==> config.mk <==
export PLATFORM = sky130hd
export DESIGN_NAME = sonar_scheduler
export DESIGN_NICKNAME = d
export VERILOG_FILES = /design/src/rtl/sonar_pkg.sv /design/src/rtl/contador_bcd_3dig.sv /design/src/rtl/sonar_scheduler.sv
export SDC_FILE = /design/constraint.sdc
export NUM_CORES = 1
export LEC_CHECK = 0
export CORE_ASPECT_RATIO = 0.8
export CORE_MARGIN = 4
export CORE_UTILIZATION = 60
export CTS_BUF_LIST = sky130_fd_sc_hd__clkbuf_4 sky130_fd_sc_hd__clkbuf_8
export CTS_CLUSTER_SIZE = 28
export DETAILED_ROUTE_END_ITERATION = 10
export HOLD_SLACK_MARGIN = 0.12
export PLACE_DENSITY = 0.81
export SLEW_MARGIN = 0
export SYNTH_ARGS = -nofsm -noshare
export SYNTH_HDL_FRONTEND = slang
export SYNTH_SLANG_ARGS = --single-unit
export TNS_END_PERCENT = 20
==> constraint.sdc <==
create_clock -name clock -period 5.4 [get_ports clock]
set_clock_uncertainty 0.2 [all_clocks]
set_input_delay 1.08 -clock clock [delete_from_list [all_inputs] [get_ports clock]]
set_output_delay 1.08 -clock clock [all_outputs]
set_load 0.05 [all_outputs]
==> src/rtl/sonar_pkg.sv <==
// Shared types and default timing constants for the sonar ranging path.
// Holds the FSM state encoding (also exported on db_estado) and BCD digit type.
package sonar_pkg;

    localparam int CM_CYCLES_DEF        = 2941;
    localparam int HALF_CM_DEF          = 1471;
    localparam int TRIG_CYCLES_DEF      = 500;
    localparam int ECHO_WAIT_CYCLES_DEF = 1_500_000;
    localparam int PERIOD_CYCLES_DEF    = 5_000_000;

    typedef enum logic [3:0] {
        INICIAL       = 4'h0,
        PREPARA       = 4'h1,
        ENVIA_TRIGGER = 4'h2,
        ESPERA_ECHO   = 4'h3,
        MEDE          = 4'h4,
        ARREDONDA     = 4'h5,
        ARMAZENA      = 4'h6,
        FINAL         = 4'h7,
        ERRO          = 4'hF
    } state_t;

    typedef logic [3:0] bcd_digit_t;

endpackage

==> src/rtl/contador_bcd_3dig.sv <==
// Three-digit BCD up-counter with synchronous clear and increment enable.
// Ports: clock, reset (async, active-low), clear, inc -> value[11:0], overflow.
// overflow is combinational: high when inc is asserted while value is 999.
module contador_bcd_3dig
    import sonar_pkg::*;
(
    input  logic        clock,
    input  logic        reset,
    input  logic        clear,
    input  logic        inc,
    output logic [11:0] value,
    output logic        overflow
);

    bcd_digit_t d0;
    bcd_digit_t d1;
    bcd_digit_t d2;

    assign value    = {d2, d1, d0};
    assign overflow = inc && (d2 == 4'd9) && (d1 == 4'd9) && (d0 == 4'd9);

    always_ff @(posedge clock or negedge reset) begin
        if (!reset) begin
            d0 <= '0;
            d1 <= '0;
            d2 <= '0;
        end else if (clear) begin
            d0 <= '0;
            d1 <= '0;
            d2 <= '0;
        end else if (inc) begin
            if (d0 == 4'd9) begin
                d0 <= '0;
                if (d1 == 4'd9) begin
                    d1 <= '0;
                    d2 <= (d2 == 4'd9) ? 4'd0 : d2 + 4'd1;
                end else begin
                    d1 <= d1 + 4'd1;
                end
            end else begin
                d0 <= d0 + 4'd1;
            end
        end
    end

endmodule

==> src/rtl/sonar_scheduler.sv <==
// Ultrasonic ranging sequencer: trigger pulse, echo timing, rounded BCD centimetres.
// Ports: clock, reset (async, active-low), mensurar, continuo, echo ->
//   trigger, medida[11:0], pronto, erro, ocupado, db_estado[3:0].
// Optional periodic auto-measure is built when SONAR_PERIODIC_EN is defined.
module sonar_scheduler
    import sonar_pkg::*;
#(
    parameter int CM_CYCLES        = CM_CYCLES_DEF,
    parameter int HALF_CM          = HALF_CM_DEF,
    parameter int TRIG_CYCLES      = TRIG_CYCLES_DEF,
    parameter int ECHO_WAIT_CYCLES = ECHO_WAIT_CYCLES_DEF,
    parameter int PERIOD_CYCLES    = PERIOD_CYCLES_DEF
) (
    input  logic        clock,
    input  logic        reset,
    input  logic        mensurar,
    input  logic        continuo,
    input  logic        echo,
    output logic        trigger,
    output logic [11:0] medida,
    output logic        pronto,
    output logic        erro,
    output logic        ocupado,
    output logic [3:0]  db_estado
);

    localparam int TW = $clog2(CM_CYCLES);
    localparam int WMAX = (ECHO_WAIT_CYCLES > TRIG_CYCLES) ?
                          ECHO_WAIT_CYCLES : TRIG_CYCLES;
    localparam int WW = $clog2(WMAX);

    state_t          state;
    state_t          state_d;
    logic [TW-1:0]   tick;
    logic [WW-1:0]   cnt;
    logic            echo_s1;
    logic            echo_s2;
    logic            mens_q;
    logic            mens_q2;
    logic            mens_edge;
    logic            start;
    logic            bcd_clr;
    logic            bcd_inc;
    logic            bcd_ovf;
    logic [11:0]     bcd_value;

    assign mens_edge = mens_q && !mens_q2;

`ifdef SONAR_PERIODIC_EN
    localparam int PW = $clog2(PERIOD_CYCLES);

    logic [PW-1:0] per_cnt;
    logic          per_tick;

    // Held at zero while continuo is low so every enable restarts the period.
    always_ff @(posedge clock or negedge reset) begin
        if (!reset) begin
            per_cnt <= '0;
        end else if (!continuo) begin
            per_cnt <= '0;
        end else if (per_cnt == PW'(PERIOD_CYCLES - 1)) begin
            per_cnt <= '0;
        end else begin
            per_cnt <= per_cnt + 1'b1;
        end
    end

    assign per_tick = continuo && (per_cnt == PW'(PERIOD_CYCLES - 1));
    // Both sources only matter in INICIAL, so a coincident pair starts once
    // and a tick during a measurement is simply lost.
    assign start    = mens_edge || per_tick;
`else
    logic unused_continuo;
    assign unused_continuo = continuo;
    assign start           = mens_edge;
`endif

    contador_bcd_3dig u_bcd (
        .clock    (clock),
        .reset    (reset),
        .clear    (bcd_clr),
        .inc      (bcd_inc),
        .value    (bcd_value),
        .overflow (bcd_ovf)
    );

    always_comb begin
        state_d = state;
        bcd_clr = 1'b0;
        bcd_inc = 1'b0;
        unique case (state)
            INICIAL: begin
                if (start) state_d = PREPARA;
            end
            PREPARA: begin
                bcd_clr = 1'b1;
                state_d = ENVIA_TRIGGER;
            end
            ENVIA_TRIGGER: begin
                if (cnt == WW'(TRIG_CYCLES - 1)) state_d = ESPERA_ECHO;
            end
            ESPERA_ECHO: begin
                if (echo_s2) begin
                    state_d = MEDE;
                end else if (cnt == WW'(ECHO_WAIT_CYCLES - 1)) begin
                    state_d = ERRO;
                end
            end
            MEDE: begin
                if (!echo_s2) begin
                    state_d = ARREDONDA;
                end else if (tick == TW'(CM_CYCLES - 1)) begin
                    bcd_inc = 1'b1;
                    if (bcd_ovf) state_d = ERRO;
                end
            end
            ARREDONDA: begin
                state_d = ARMAZENA;
                if (tick >= TW'(HALF_CM)) begin
                    bcd_inc = 1'b1;
                    if (bcd_ovf) state_d = ERRO;
                end
            end
            ARMAZENA: state_d = FINAL;
            FINAL:    state_d = INICIAL;
            ERRO:     state_d = INICIAL;
            default:  state_d = INICIAL;
        endcase
    end

    always_ff @(posedge clock or negedge reset) begin
        if (!reset) begin
            state   <= INICIAL;
            tick    <= '0;
            cnt     <= '0;
            echo_s1 <= 1'b0;
            echo_s2 <= 1'b0;
            mens_q  <= 1'b0;
            mens_q2 <= 1'b0;
            medida  <= '0;
            erro    <= 1'b0;
        end else begin
            state   <= state_d;
            echo_s1 <= echo;
            echo_s2 <= echo_s1;
            mens_q  <= mensurar;
            mens_q2 <= mens_q;

            if (state_d != state) begin
                cnt <= '0;
            end else if (state == ENVIA_TRIGGER || state == ESPERA_ECHO) begin
                cnt <= cnt + 1'b1;
            end

            // The cycle that leaves ESPERA_ECHO is already the first high
            // echo cycle, so the tick count starts at one.
            if (state == PREPARA) begin
                tick <= '0;
            end else if (state == ESPERA_ECHO && echo_s2) begin
                tick <= TW'(1);
            end else if (state == MEDE && echo_s2) begin
                tick <= (tick == TW'(CM_CYCLES - 1)) ? '0 : tick + 1'b1;
            end

            if (state == ARMAZENA) medida <= bcd_value;

            if (state_d == ERRO && state != ERRO) begin
                erro <= 1'b1;
            end else if (state_d == PREPARA) begin
                erro <= 1'b0;
            end
        end
    end

    assign trigger   = (state == ENVIA_TRIGGER);
    assign pronto    = (state == FINAL);
    assign ocupado   = (state != INICIAL);
    assign db_estado = state;

endmodule

; Word-level counts from Yosys, hierarchy flattened
; Index checks and enable logic that the tools add are counted.
[op_classes]
addsub = 5
n_reduce_logical = 19
muxes = 35
magnitude_cmp = 1
eq_ne = 17
[ops]
columns = operator, n
row1 = $mux 4, 21
row2 = $mux 12, 4
row3 = $mux 21, 2
row4 = $pmux 4 s7, 1
row5 = $add 21x1->21 const B, 1
row6 = $eq 21x21->1 const B, 1
row7 = $eq 21x9->1 const B, 1
row8 = $eq 4x3->1 const B, 4
row9 = $eq 4x4->1 const B, 4
row10 = $add 12x1->12 const B, 1
row11 = $add 4x1->4 const B, 3
row12 = $eq 12x12->1 const B, 1
row13 = $ge 12x11->1 const B, 1
row14 = $reduce_bool 2->1, 5
row15 = $eq 4x1->1 const B, 2
row16 = $eq 4x2->1 const B, 2
row17 = $logic_and 1x1->1, 7
row18 = $mux 1, 6
row19 = $logic_not 4->1, 1
row20 = $ne 4x4->1, 1
row21 = $ne 4x4->1 const B, 1
row22 = $reduce_bool 4->1, 1
row23 = $reduce_and 3->1, 1
row24 = $reduce_bool 3->1, 1
row25 = 4 further kinds, 4
[totals]
output_inout_bits = 20
word_cells = 89
inputBits = 5
ff_bits = 66

; Longest topological paths before layout
; Gate-level depths: netlist (run 1).
[depth]
ltp_word = 14
mapped_depth = 8

; Hierarchy
; From an unflattened synthesis (run 1), not the netlist that was laid out.
[unflattened]
cells_unflattened = 365
hier_area_um2 = 3612.2
[by_module_without_submodules]
columns = module, cells_per_inst, instances, seq_area_each_um2, area_each_um2
row1 = sonar_scheduler, 284, 1, 1351.3, 2861.5
row2 = contador_bcd_3dig, 81, 1, 300.3, 750.7

; Worst setup path after synthesis (run 1)
; No wires, ideal clock.
[synth_path]
path_type = register -> output
startpoint = register state[3], in the netlist db_estado[3]
endpoint = output trigger
required_time_ps = 4120
t_arrival_ps = 2126
slack_ps = 1994
stages_incl_launch_ff = 4
path_cell_list = dfrtp_1 -> clkbuf_1 -> clkbuf_1 -> nor3_1
[synth_via]
elab_chain_len = 1
[synth_lines]
columns = element, line
row1 = start: declaration, sonar_scheduler.sv:32  ; state_t state;
row2 = start signal: assignment, sonar_scheduler.sv:143  ; state <= state_d;
row3 = $eq 4x2->1, sonar_scheduler.sv:175  ; assign trigger = (state == ENVIA_TRIGGER);
row4 = end: declaration, sonar_scheduler.sv:19  ; output logic trigger,
; No other way between the ends.

; Final worst setup path (run 1)
[layout_path]
startpoint = register state[3], in the netlist db_estado[3]
endpoint = output ocupado
[layout_via]
elab_chain_len = 1
[layout_lines]
columns = element, line
row1 = $reduce_bool 4->1, sonar_scheduler.sv:177  ; assign ocupado = (state != INICIAL);
row2 = end: declaration, sonar_scheduler.sv:23  ; output logic ocupado,
; No other way between the ends.

==> metrics.md, run 1 <==
| Metric | Value |
|---|---|
| Deepest clock path buffer count | `2` |
| GRT met1 Usage | `a little over a third` |
| Drt pass-1 iters | `5` |
| Dpl hpwl | `5640 um` |
| CTS tree | `built` |
| Crit path time final | `approximately 3600 ps` |
| GRT Util Overall | `24.7%` |
| Iter 0 DRT Violations | `around 340` |
| Worst VDD drop | `0.271 mV` |
| Largest net degree at the start of global routing | `67` |
| Port Buffers | `23` |
| CP max stage delay | `810 ps` |
| Yosys reg bits | `66` |
| Max cap viols | `0` |
| GRT Max-Usage Layer | `met2` |
| Via count | `between 3,000 and 4,000` |
| Worst Hold Class | `register to register` |
| Number of buffers created by CTS | `9` |
| I/O pin cnt | `25` |
| Post-synth EDFFs | `0` |
| Worst slew margin | `23.1%` |
| Mapped Area | `between 3000 and 4000 um^2` |
| Remaining DRCs | `0` |
| PwrDens | `341 nW/um^2` |
| Synthesized Nets | `~400` |
| Crit-path cells | `nor2_1, nand2_1, clkdlybuf4s50_1` |
| Layout Nets | `421` |
| Fin crit share | `65.8%` |
| Most used DFF post-synth | `dfrtp_1` |
| DR vias/cell | `between 6 and 7` |
| Resized cells post-CTS | `0` |
| Avg Inst Size Synth | `approximately 9.6 um^2` |
| # diodes | `0` |
| Root Driver | `clkbuf_8` |
| Fin. Hold Viols | `0` |
| Number of global-route vias before repair | `about 3,000` |
| Commonest non-fill, non-tap cell in the layout | `dfrtp_1` |
| Die Wd | `slightly below 100 um` |
| Sum Neg Setup Slack | `0 ps` |
| Die Y | `approximately 79 um` |
| Actual slew at the worst max-slew pin | `around 1100 ps` |
| Cells after Synth | `just under 400` |
| Num rows | `25` |
| CP Data Required Time | `~4000 ps` |
| Pins Over Slew Limit | `0` |
| Reg2Reg Depth | `6` |
| Die ar. | `between 7000 and 8000 um^2` |
| Status | `complete, no violations` |
| Leak | `roughly 1.8 nW` |
| Initial antenna violation count | `0` |
| Final core utilization | `between 70% and 80%` |
| H-tree levels | `3` |
| Setup Crit Path Kind | `register to output pin` |
| Routability cong. | `approximately 0.89` |
| Clock slew at reported path FFs | `about 80 ps` |
| Startpoint Class | `register` |
| Fmax achieved | `about 0.28 GHz` |
| Wire per inst | `17.4 um` |
| Initial Util | `62.7%` |
| Hold path depth | `0` |
| Design Power | `1.44 mW` |
| Final setup violation count | `0` |
| Ys async rst share | `100%` |
| GR Util met3 | `under 10%` |
| Critical path fanouts, max | `21` |
| First-pass GRT wire length | `between 10,000 and 15,000 um` |
| Ratio of cells with drive above 1 in the final layout | `around a tenth` |
| Grt ovf | `0` |
| Dpl cells | `between 400 and 500` |
| Post-DRT Antenna Nets | `0` |
| Crit end category | `output pin` |
| Reg2reg setup slack | `around 2300 ps` |
| Total wire length | `8590 um` |
| Yosys Warn Count | `0` |
| Crit-path slowest cell | `clkdlybuf4s50_1` |
| RSZ-0062 raised after global routing | `no` |
| GR Util met2 | `about 36%` |
| Synthesis-to-finish area growth | `12.3%` |
| Worst-Skew Late Latency | `roughly 350 ps` |
| Core area | `roughly 6000 um^2` |
| Post-synth cell types | `63` |
| Seq/Total Area, Yosys | `between 40% and 50%` |
| Post-CTS Setup Bufs | `0` |
| Cell Count, Final, Fillers Out | `just under 500` |
| CTS Sinks | `66` |
| Most frequent cells in the layout | `dfrtp_1 (66), a21oi_1 (31), nand2_1 (27), nor2_1 (25), nand3_1 (24)` |
| CTS Hold Bufs | `0` |
| Worst EP arrival | `~2300 ps` |
## worst max-delay path, delay by kind of cell, from the launching register on
family	cells	cell delay, ps
buffers and inverters	1	810
AND/OR/NAND/NOR	2	340
flip-flops	1	770
## final timing paths
kind,startpoint,end
min in group asynchronous,reset,tick[3]
max in group asynchronous,reset,db_estado[3]
worst min register to register,echo_s1,echo_s2
worst min-delay path,echo_s1,echo_s2
worst max-delay path,db_estado[3],ocupado
worst max register to register,db_estado[3],u_bcd.d2[1]
## cell usage after synthesis, types with 5 or more instances
| master | number | share of area, % |
|---|---|---|
| dfrtp_1 | 66 | 44 |
| and2_1 | 5 | 0.83 |
| or4_1 | 8 | 1.6 |
| nand2b_1 | 5 | 0.83 |
| nor3_1 | 7 | 0.93 |
| xnor2_1 | 12 | 2.8 |
| inv_1 | 13 | 1.3 |
| o211ai_1 | 5 | 1.0 |
| nor2_1 | 25 | 2.5 |
| nand4_1 | 13 | 2.2 |
| xor2_1 | 13 | 3.0 |
| o21ai_0 | 11 | 1.5 |
| a21oi_1 | 31 | 4.1 |
| nand3_1 | 24 | 3.2 |
| clkbuf_1 | 16 | 1.6 |
| nand4b_1 | 7 | 1.6 |
| nand2_1 | 27 | 2.7 |
| o31ai_1 | 5 | 1.0 |
| buf_2 | 6 | 0.80 |
| mux2_2 | 12 | 3.6 |
| and3_1 | 5 | 0.83 |
| nor4_1 | 5 | 0.83 |
| ha_1 | 9 | 3.0 |
## logic make-up (layout without fill, tap and decap cells)
| logic type | after synthesis | after routing | share of synthesized area [%] |
|---|---|---|---|
| buffers and inverters | 37 | 56 | 4.02 |
| flip-flops | 66 | 66 | 43.9 |
| AO/OA/AOI/OAI | 80 | 80 | 13.7 |
| multiplexers | 15 | 15 | 4.39 |
| XOR/XNOR | 25 | 25 | 5.82 |
| AND/OR/NAND/NOR | 161 | 161 | 25.2 |
| adder cells (fa/ha/maj) | 9 | 9 | 2.99 |
## power breakdown
part	switching, mW	internal, mW	total, mW
combinational	0.278	0.140	0.418
clock	0.210	0.231	0.441
sequential	0.0602	0.522	0.582
## flip-flops by register name, indices dropped and copies added (netlist names)
signal and count:
u_bcd.d2 4, u_bcd.d0 4, tick 12, u_bcd.d1 4
mens_q2 1, echo_s1 1, cnt 21, mens_q 1
erro 1, db_estado 4, medida 12, echo_s2 1
## layer usage
| metal | wire length, um | part of all wire [%] |
|---|---|---|
| met5 | 0 | 0 |
| met4 | 115 | 1.3 |
| met3 | 562 | 6.5 |
| met2 | 3890 | 45 |
| met1 | 4020 | 47 |
## layout make-up
class | instances | area (um^2)
clock buffers | 10 | 138
clock inverters | 6 | 72.6
fillers | 458 | 1780
inverters | 13 | 48.8
multi-input cells | 290 | 1960
flip-flops and latches | 66 | 1650
well taps | 81 | 101
repair buffers | 27 | 255
## metrics by stage
| stage | hold slack [ps] | area, um^2 | setup WS (ps) |
|---|---|---|---|
| final | 150 | 4230 | 1850 |
| after global routing | 158 | 4230 | 1760 |
| after CTS | 153 | 4230 | 1870 |
| after detailed placement | 135 | 4020 | 2260 |
| after global placement | 134 | 4020 | 2270 |
| after floorplan | 131 | 3760 | 1990 |
No activity file was read; power rests on OpenSTA's default activity.
==> inputs of run 2 (changes only) <==
==> constraint.sdc (replaced) <==
create_clock -name clock -period 3.34 [get_ports clock]
set_clock_uncertainty 0.2 [all_clocks]
set_input_delay 0.668 -clock clock [delete_from_list [all_inputs] [get_ports clock]]
set_output_delay 0.668 -clock clock [all_outputs]
set_load 0.05 [all_outputs]
==> run 2 against run 1 <==
  * Sequential cell count stayed put
  * Global-route usage fell by 0.11 points
  * Sequential power rose by 62%
  * Via count is essentially flat
  * Cell area grew 1.4%
  * Critical path type unchanged
==> metrics.md, run 2 (synthesis results as in run 1) <==
| Metric | Value |
|---|---|
| Status | `complete, no violations (unchanged)` |
| Gate power share | `29.5% (was 29.0%)` |
| Initial antenna violation count | `0 (unchanged)` |
| Place WS | `673 ps (was 2260 ps)` |
| PwrDens | `561 nW/um^2 (was 341 nW/um^2)` |
| Die Wd | `96.6 um (unchanged)` |
| Drt pass-1 iters | `5 (unchanged)` |
| Layout Nets | `425 (was 421)` |
| DR vias/cell | `6.29 (was 6.33)` |
| Grt ovf | `0 (unchanged)` |
| Actual slew at the worst max-slew pin | `933 ps (was 1150 ps)` |
| Post-CTS Setup Bufs | `0 (unchanged)` |
| I/O pin cnt | `25 (unchanged)` |
| Largest registers | `cnt x21, medida x12, tick x12 (unchanged)` |
| Fin. Hold Viols | `0 (unchanged)` |
| Die Y | `78.8 um (unchanged)` |
| Port Buffers | `23 (unchanged)` |
| Max cap viols | `0 (unchanged)` |
| Deepest clock path buffer count | `2 (unchanged)` |
| Setup Crit Path Kind | `register to output pin (unchanged)` |
| Root Driver | `clkbuf_8 (unchanged)` |
| Sum Neg Setup Slack | `0 ps (unchanged)` |
| Met2 WL | `3850 um (was 3890 um)` |
| CTS tree | `built (unchanged)` |
| Die ar. | `7610 um^2 (unchanged)` |
| Number of buffers created by CTS | `9 (unchanged)` |
| Core area | `6010 um^2 (unchanged)` |
| Design area | `4290 um^2 (was 4230 um^2)` |
| Most flop-heavy register | `cnt (unchanged)` |
| Design Power | `2.41 mW (was 1.44 mW)` |
| Crit-path cells | `nand2_1, nor2_1, clkdlybuf4s50_1 (was nor2_1, nand2_1, clkdlybuf4s50_1)` |
| Startpoint Class | `register (unchanged)` |
| Largest net degree at the start of global routing | `39 (was 67)` |
| Initial Util | `62.7% (unchanged)` |
| NetSw | `874 uW (was 548 uW)` |
| Number of global-route vias before repair | `2,981 (was 2,963)` |
| CP max stage delay | `830 ps (was 810 ps)` |
| # diodes | `0 (unchanged)` |
| Wire per inst | `16.9 um (was 17.4 um)` |
| RSZ-0062 raised after global routing | `no (unchanged)` |
| Commonest non-fill, non-tap cell in the layout | `dfrtp_1 (unchanged)` |
| Via count | `3,124 (was 3,122)` |
| Critical path fanouts, max | `13 (was 21)` |
| CP Data Required Time | `2470 ps (was 4120 ps)` |
| Max reg flops | `21 (unchanged)` |
| Iter 0 DRT Violations | `278 (was 336)` |
| Clock slew at reported path FFs | `70 ps (was 80 ps)` |
| Reg power frac | `39.1% (was 40.4%)` |
| Fin crit share | `roughly nine tenths` |
| Dpl cells | `481 (was 477)` |
| Worst VDD drop | `0.465 mV (was 0.271 mV)` |
| Crit-path slowest cell | `clkdlybuf4s50_1 (unchanged)` |
| CTS Sinks | `66 (unchanged)` |
| Filler Cell Count | `452 (was 458)` |
| Worst slew margin | `37.2% (was 23.1%)` |
| Power Internal | `1.53 mW (was 894 uW)` |
| First-pass GRT wire length | `14,600 um (was 14,700 um)` |
| Routability cong. | `0.902 (was 0.888)` |
| Routed met1 length | `3890 um (was 4020 um)` |
| Wire length on met3 | `566 um (was 562 um)` |
| Synthesis-to-finish area growth | `13.9% (was 12.3%)` |
| CTS Hold Bufs | `0 (unchanged)` |
| Switching share of power | `36.3% (was 38.0%)` |
| H-tree levels | `3 (unchanged)` |
| Hold Worst Slack | `154 ps (was 150 ps)` |
| Dpl hpwl | `5810 um (was 5640 um)` |
| Leak | `1.85 nW (was 1.81 nW)` |
| Crit end category | `output pin (unchanged)` |
| Ratio of cells with drive above 1 in the final layout | `11.1% (was 10.2%)` |
| Crit path time final | `a little over 3000 ps` |
| Total wire length | `8410 um (was 8590 um)` |
| Resized cells post-CTS | `0 (unchanged)` |
| Final setup violation count | `0 (unchanged)` |
| Num rows | `25 (unchanged)` |
| Highest metal used | `met4 (unchanged)` |
| Final setup margin | `278 ps (was 1850 ps)` |
| Pins Over Slew Limit | `0 (unchanged)` |
| Final core utilization | `71.4% (was 70.4%)` |
| Fmax achieved | `about 0.33 GHz` |
| Remaining DRCs | `0 (unchanged)` |
| Worst-Skew Late Latency | `350 ps (about the same)` |
| Clock power frac | `31.4% (was 30.6%)` |
| Worst EP arrival | `2190 ps (was 2270 ps)` |
| Most frequent cells in the layout | `dfrtp_1 (66), a21oi_1 (31), nand2_1 (27), nor2_1 (25), nand3_1 (24) (unchanged)` |
| GRT Util Overall | `24.6% (was 24.7%)` |
| Cell Count, Final, Fillers Out | `497 (was 493)` |
| Post-DRT Antenna Nets | `0 (unchanged)` |
| Placed Area | `4060 um^2 (was 4020 um^2)` |
| Worst Hold Class | `register to register (unchanged)` |
[run 2: per-layer routing]
metal	up-vias	global-route usage, %
met5	-	0
met4	0	7.14
met3	16	6.91
met2	120	36.4
met1	1503	35.3
li1	1485	-
[run 2: worst max-delay path: cells and delay by family (launching register included)]
kind	cells	cell delay [ps]
buffers and inverters	1	830
flip-flops	1	580
AND/OR/NAND/NOR	2	430
[run 2: path summary, 6_finish.rpt]
| check | from | end | slack (ps) | depth (start not counted) |
|---|---|---|---|---|
| worst max-delay path | db_estado[1] | pronto | 280 | 3 |
| worst min-delay path | echo_s1 | echo_s2 | 150 | 0 |
| worst max register to register | cnt[0] | cnt[19] | 670 | 6 |
| worst min register to register | echo_s1 | echo_s2 | 150 | 0 |
| max in group asynchronous | reset | u_bcd.d0[2] | 2150 | 2 |
| min in group asynchronous | reset | tick[4] | 160 | 1 |
[run 2: final cells by class]
type,instances,area (um^2),share of cell area (%)
multi-input cells,290,1960,45.7
repair buffers,31,298,6.94
clock inverters,6,90.1,2.10
clock buffers,10,138,3.21
flip-flops and latches,66,1650,38.5
inverters,13,48.8,1.14
well taps,81,101,2.36
[run 2: power groups by stage]
| stage | Combinational, mW | Clock, mW | Sequential (mW) |
|---|---|---|---|
| 5_1_grt | 0.776 | 0.811 | 0.953 |
| 3_3_place_gp | 0.684 | 0 | 0.947 |
| 6_report | 0.710 | 0.755 | 0.940 |
| 2_1_floorplan | 0.504 | 0 | 0.952 |
| 3_5_place_dp | 0.703 | 0 | 0.952 |
| 4_1_cts | 0.708 | 0.769 | 0.936 |
==> inputs of run 3 (changes only) <==
--- a/config.mk
+++ b/config.mk
@@ -7,12 +7,12 @@
 export LEC_CHECK = 0
 export CORE_ASPECT_RATIO = 0.8
 export CORE_MARGIN = 4
-export CORE_UTILIZATION = 60
+export CORE_UTILIZATION = 61
 export CTS_BUF_LIST = sky130_fd_sc_hd__clkbuf_4 sky130_fd_sc_hd__clkbuf_8
 export CTS_CLUSTER_SIZE = 28
 export DETAILED_ROUTE_END_ITERATION = 10
 export HOLD_SLACK_MARGIN = 0.12
-export PLACE_DENSITY = 0.81
+export PLACE_DENSITY = 0.83
 export SLEW_MARGIN = 0
 export SYNTH_ARGS = -nofsm -noshare
 export SYNTH_HDL_FRONTEND = slang
==> run 3 against run 2 <==
  * Routed wire length rose by 1.6%
  * Via count rose by 2.6%
  * Sequential cell count did not move
  * Clock power fell by 19%
  * First-iteration DRC count fell by 9.7%
  * Global-route usage rose by 1.1 points
  * Clock-buffer cell count rose by 3
  * Power fell by 6.1%
  * Worst hold slack got worse by 0.94 ps
  * Cell area fell by 1.1%
  * Setup slack improved by 5.3 ps
  * Highest routed layer unchanged
==> metrics.md, run 3 (synthesis results as in run 1) <==
| Metric | Value |
|---|---|
| Crit path time final | `3060 ps (about the same)` |
| Sum Neg Setup Slack | `0 ps (unchanged)` |
| Post-DRT Antenna Nets | `0 (unchanged)` |
| Reg2Reg Depth | `6 (unchanged)` |
| Crit-path cells | `nand2b_1, nor2_1, clkdlybuf4s50_1 (was nand2_1, nor2_1, clkdlybuf4s50_1)` |
| Dpl hpwl | `5890 um (was 5810 um)` |
| Setup Crit Path Kind | `register to output pin (unchanged)` |
| Fmax achieved | `0.327 GHz (about the same)` |
| Grt ovf | `0 (unchanged)` |
| Number of global-route vias before repair | `3,061 (was 2,981)` |
| Resized cells post-CTS | `0 (unchanged)` |
| Iter 0 DRT Violations | `251 (was 278)` |
| Largest registers | `cnt x21, medida x12, tick x12 (unchanged)` |
| Number of buffers created by CTS | `9 (unchanged)` |
| Worst-Skew Late Latency | `350 ps (about the same)` |
| DR vias/cell | `6.43 (was 6.29)` |
| Most flop-heavy register | `cnt (unchanged)` |
| CP Data Required Time | `2470 ps (about the same)` |
| RSZ-0062 raised after global routing | `no (unchanged)` |
| Max reg flops | `21 (unchanged)` |
| Fin. Hold Viols | `0 (unchanged)` |
| Max cap viols | `0 (unchanged)` |
| Largest net degree at the start of global routing | `39 (unchanged)` |
| Worst Path Buf+Inv | `1 (unchanged)` |
| Die Y | `78.3 um (was 78.8 um)` |
| Reg2reg end | `cnt[4] (was cnt[19])` |
| Worst Hold Class | `input port to asynchronous set/reset pin (was register to register)` |
| Deepest clock path buffer count | `2 (unchanged)` |
| CTS Hold Bufs | `0 (unchanged)` |
| CTS Sinks | `66 (unchanged)` |
| # diodes | `0 (unchanged)` |
| Actual slew at the worst max-slew pin | `992 ps (was 933 ps)` |
| Worst VDD drop | `0.445 mV (was 0.465 mV)` |
| Root Driver | `clkbuf_8 (unchanged)` |
| Num rows | `25 (unchanged)` |
| Most frequent cells in the layout | `dfrtp_1 (66), a21oi_1 (31), nand2_1 (27), nor2_1 (25), nand3_1 (24) (unchanged)` |
| Initial antenna violation count | `0 (unchanged)` |
| Crit-path slowest cell | `clkdlybuf4s50_1 (unchanged)` |
| Post-CTS Setup Bufs | `0 (unchanged)` |
| Hold Worst Slack | `153 ps (was 154 ps)` |
| Pins Over Slew Limit | `0 (unchanged)` |
| Ratio of cells with drive above 1 in the final layout | `11.3% (was 11.1%)` |
| Layout Nets | `426 (was 425)` |
| Reg2reg start | `tick[2] (was cnt[0])` |
| Synthesis-to-finish area growth | `12.7% (was 13.9%)` |
| Total wire length | `8540 um (was 8410 um)` |
| PwrDens | `533 nW/um^2 (was 561 nW/um^2)` |
| Crit end category | `output pin (unchanged)` |
| CP max stage delay | `830 ps (about the same)` |
| Status | `complete, no violations (unchanged)` |
| Clock slew at reported path FFs | `70 ps (about the same)` |
| Reg2reg setup slack | `670 ps (about the same)` |
| First-pass GRT wire length | `15,100 um (was 14,600 um)` |
| Commonest non-fill, non-tap cell in the layout | `dfrtp_1 (unchanged)` |
| Worst EP arrival | `2190 ps (about the same)` |
| I/O pin cnt | `25 (unchanged)` |
| Final setup violation count | `0 (unchanged)` |
| Initial Util | `63.3% (was 62.7%)` |
| H-tree levels | `3 (unchanged)` |
| Core area | `5940 um^2 (was 6010 um^2)` |
| Startpoint Class | `register (unchanged)` |
| Die ar. | `7500 um^2 (was 7610 um^2)` |
| Remaining DRCs | `0 (unchanged)` |
| Die Wd | `95.8 um (was 96.6 um)` |
| Routability cong. | `0.907 (was 0.902)` |
| Critical path's top delay family | `buffers and inverters (unchanged)` |
| Fin crit share | `91.5% (was 91.7%)` |
| GRT Util Overall | `25.7% (was 24.6%)` |
| Via count | `3,204 (was 3,124)` |
| CTS tree | `built (unchanged)` |
| Drt pass-1 iters | `4 (was 5)` |
| Wire per inst | `17.1 um (was 16.9 um)` |
| Leak | `1.84 nW (was 1.85 nW)` |
| Critical path fanouts, max | `19 (was 13)` |
| Port Buffers | `23 (unchanged)` |
| Worst slew margin | `33.2% (was 37.2%)` |
==> run 3: changes by cell type in the layout (fill, tap and decap cells not counted) <==
cell,delta
clkbuf_4,+3
clkinv_2,+2
buf_4,+1
clkinvlp_4,-1
clkinv_4,-2
bufinv_16,-2
==> run 3: how the worst max path moves through the flow <==
stage	slack [ps]	start	to	cells after the start
floorplan	350	db_estado[3]	trigger	3
global placement	690	db_estado[2]	pronto	3
detailed placement	670	db_estado[2]	pronto	3
CTS	280	db_estado[2]	pronto	3
global route	160	db_estado[2]	pronto	3
finish	280	db_estado[2]	pronto	3
==> run 3: final cells by class <==
class | instances | area [um^2]
clock buffer | 13 | 160
clock inverter | 3 | 15.0
fill | 458 | 1700
inverter | 13 | 48.8
multi-input combinational | 290 | 1960
sequential | 66 | 1650
tap | 81 | 101
timing repair buffer | 32 | 305
==> run 3: stage by stage <==
step	setup WS (ps)	total power, mW	cells	util [%]	instance area [um^2]
after floorplan	346	1.46	393	-	3760
after global placement	692	1.63	482	68.4	4070
after detailed placement	671	1.65	482	68.4	4070
after CTS	277	2.27	498	71.4	4240
after global routing	160	2.39	498	71.4	4240
final	284	2.26	498	71.4	4240
==> run 3: power by group <==
part	internal, mW	switching (mW)
logic	0.247	0.459
registers	0.844	0.0969
clock network	0.311	0.302
total	1.40	0.858
==> run 3: per-layer routing <==
metal | vias to the layer above | wire length [um] | GRT usage [%]
li1 | 1487 | - | -
met3 | 12 | 555 | 6.61
met1 | 1585 | 3980 | 37.8
met4 | 0 | 110 | 8.38
met5 | - | 0 | 0
met2 | 120 | 3890 | 36.8
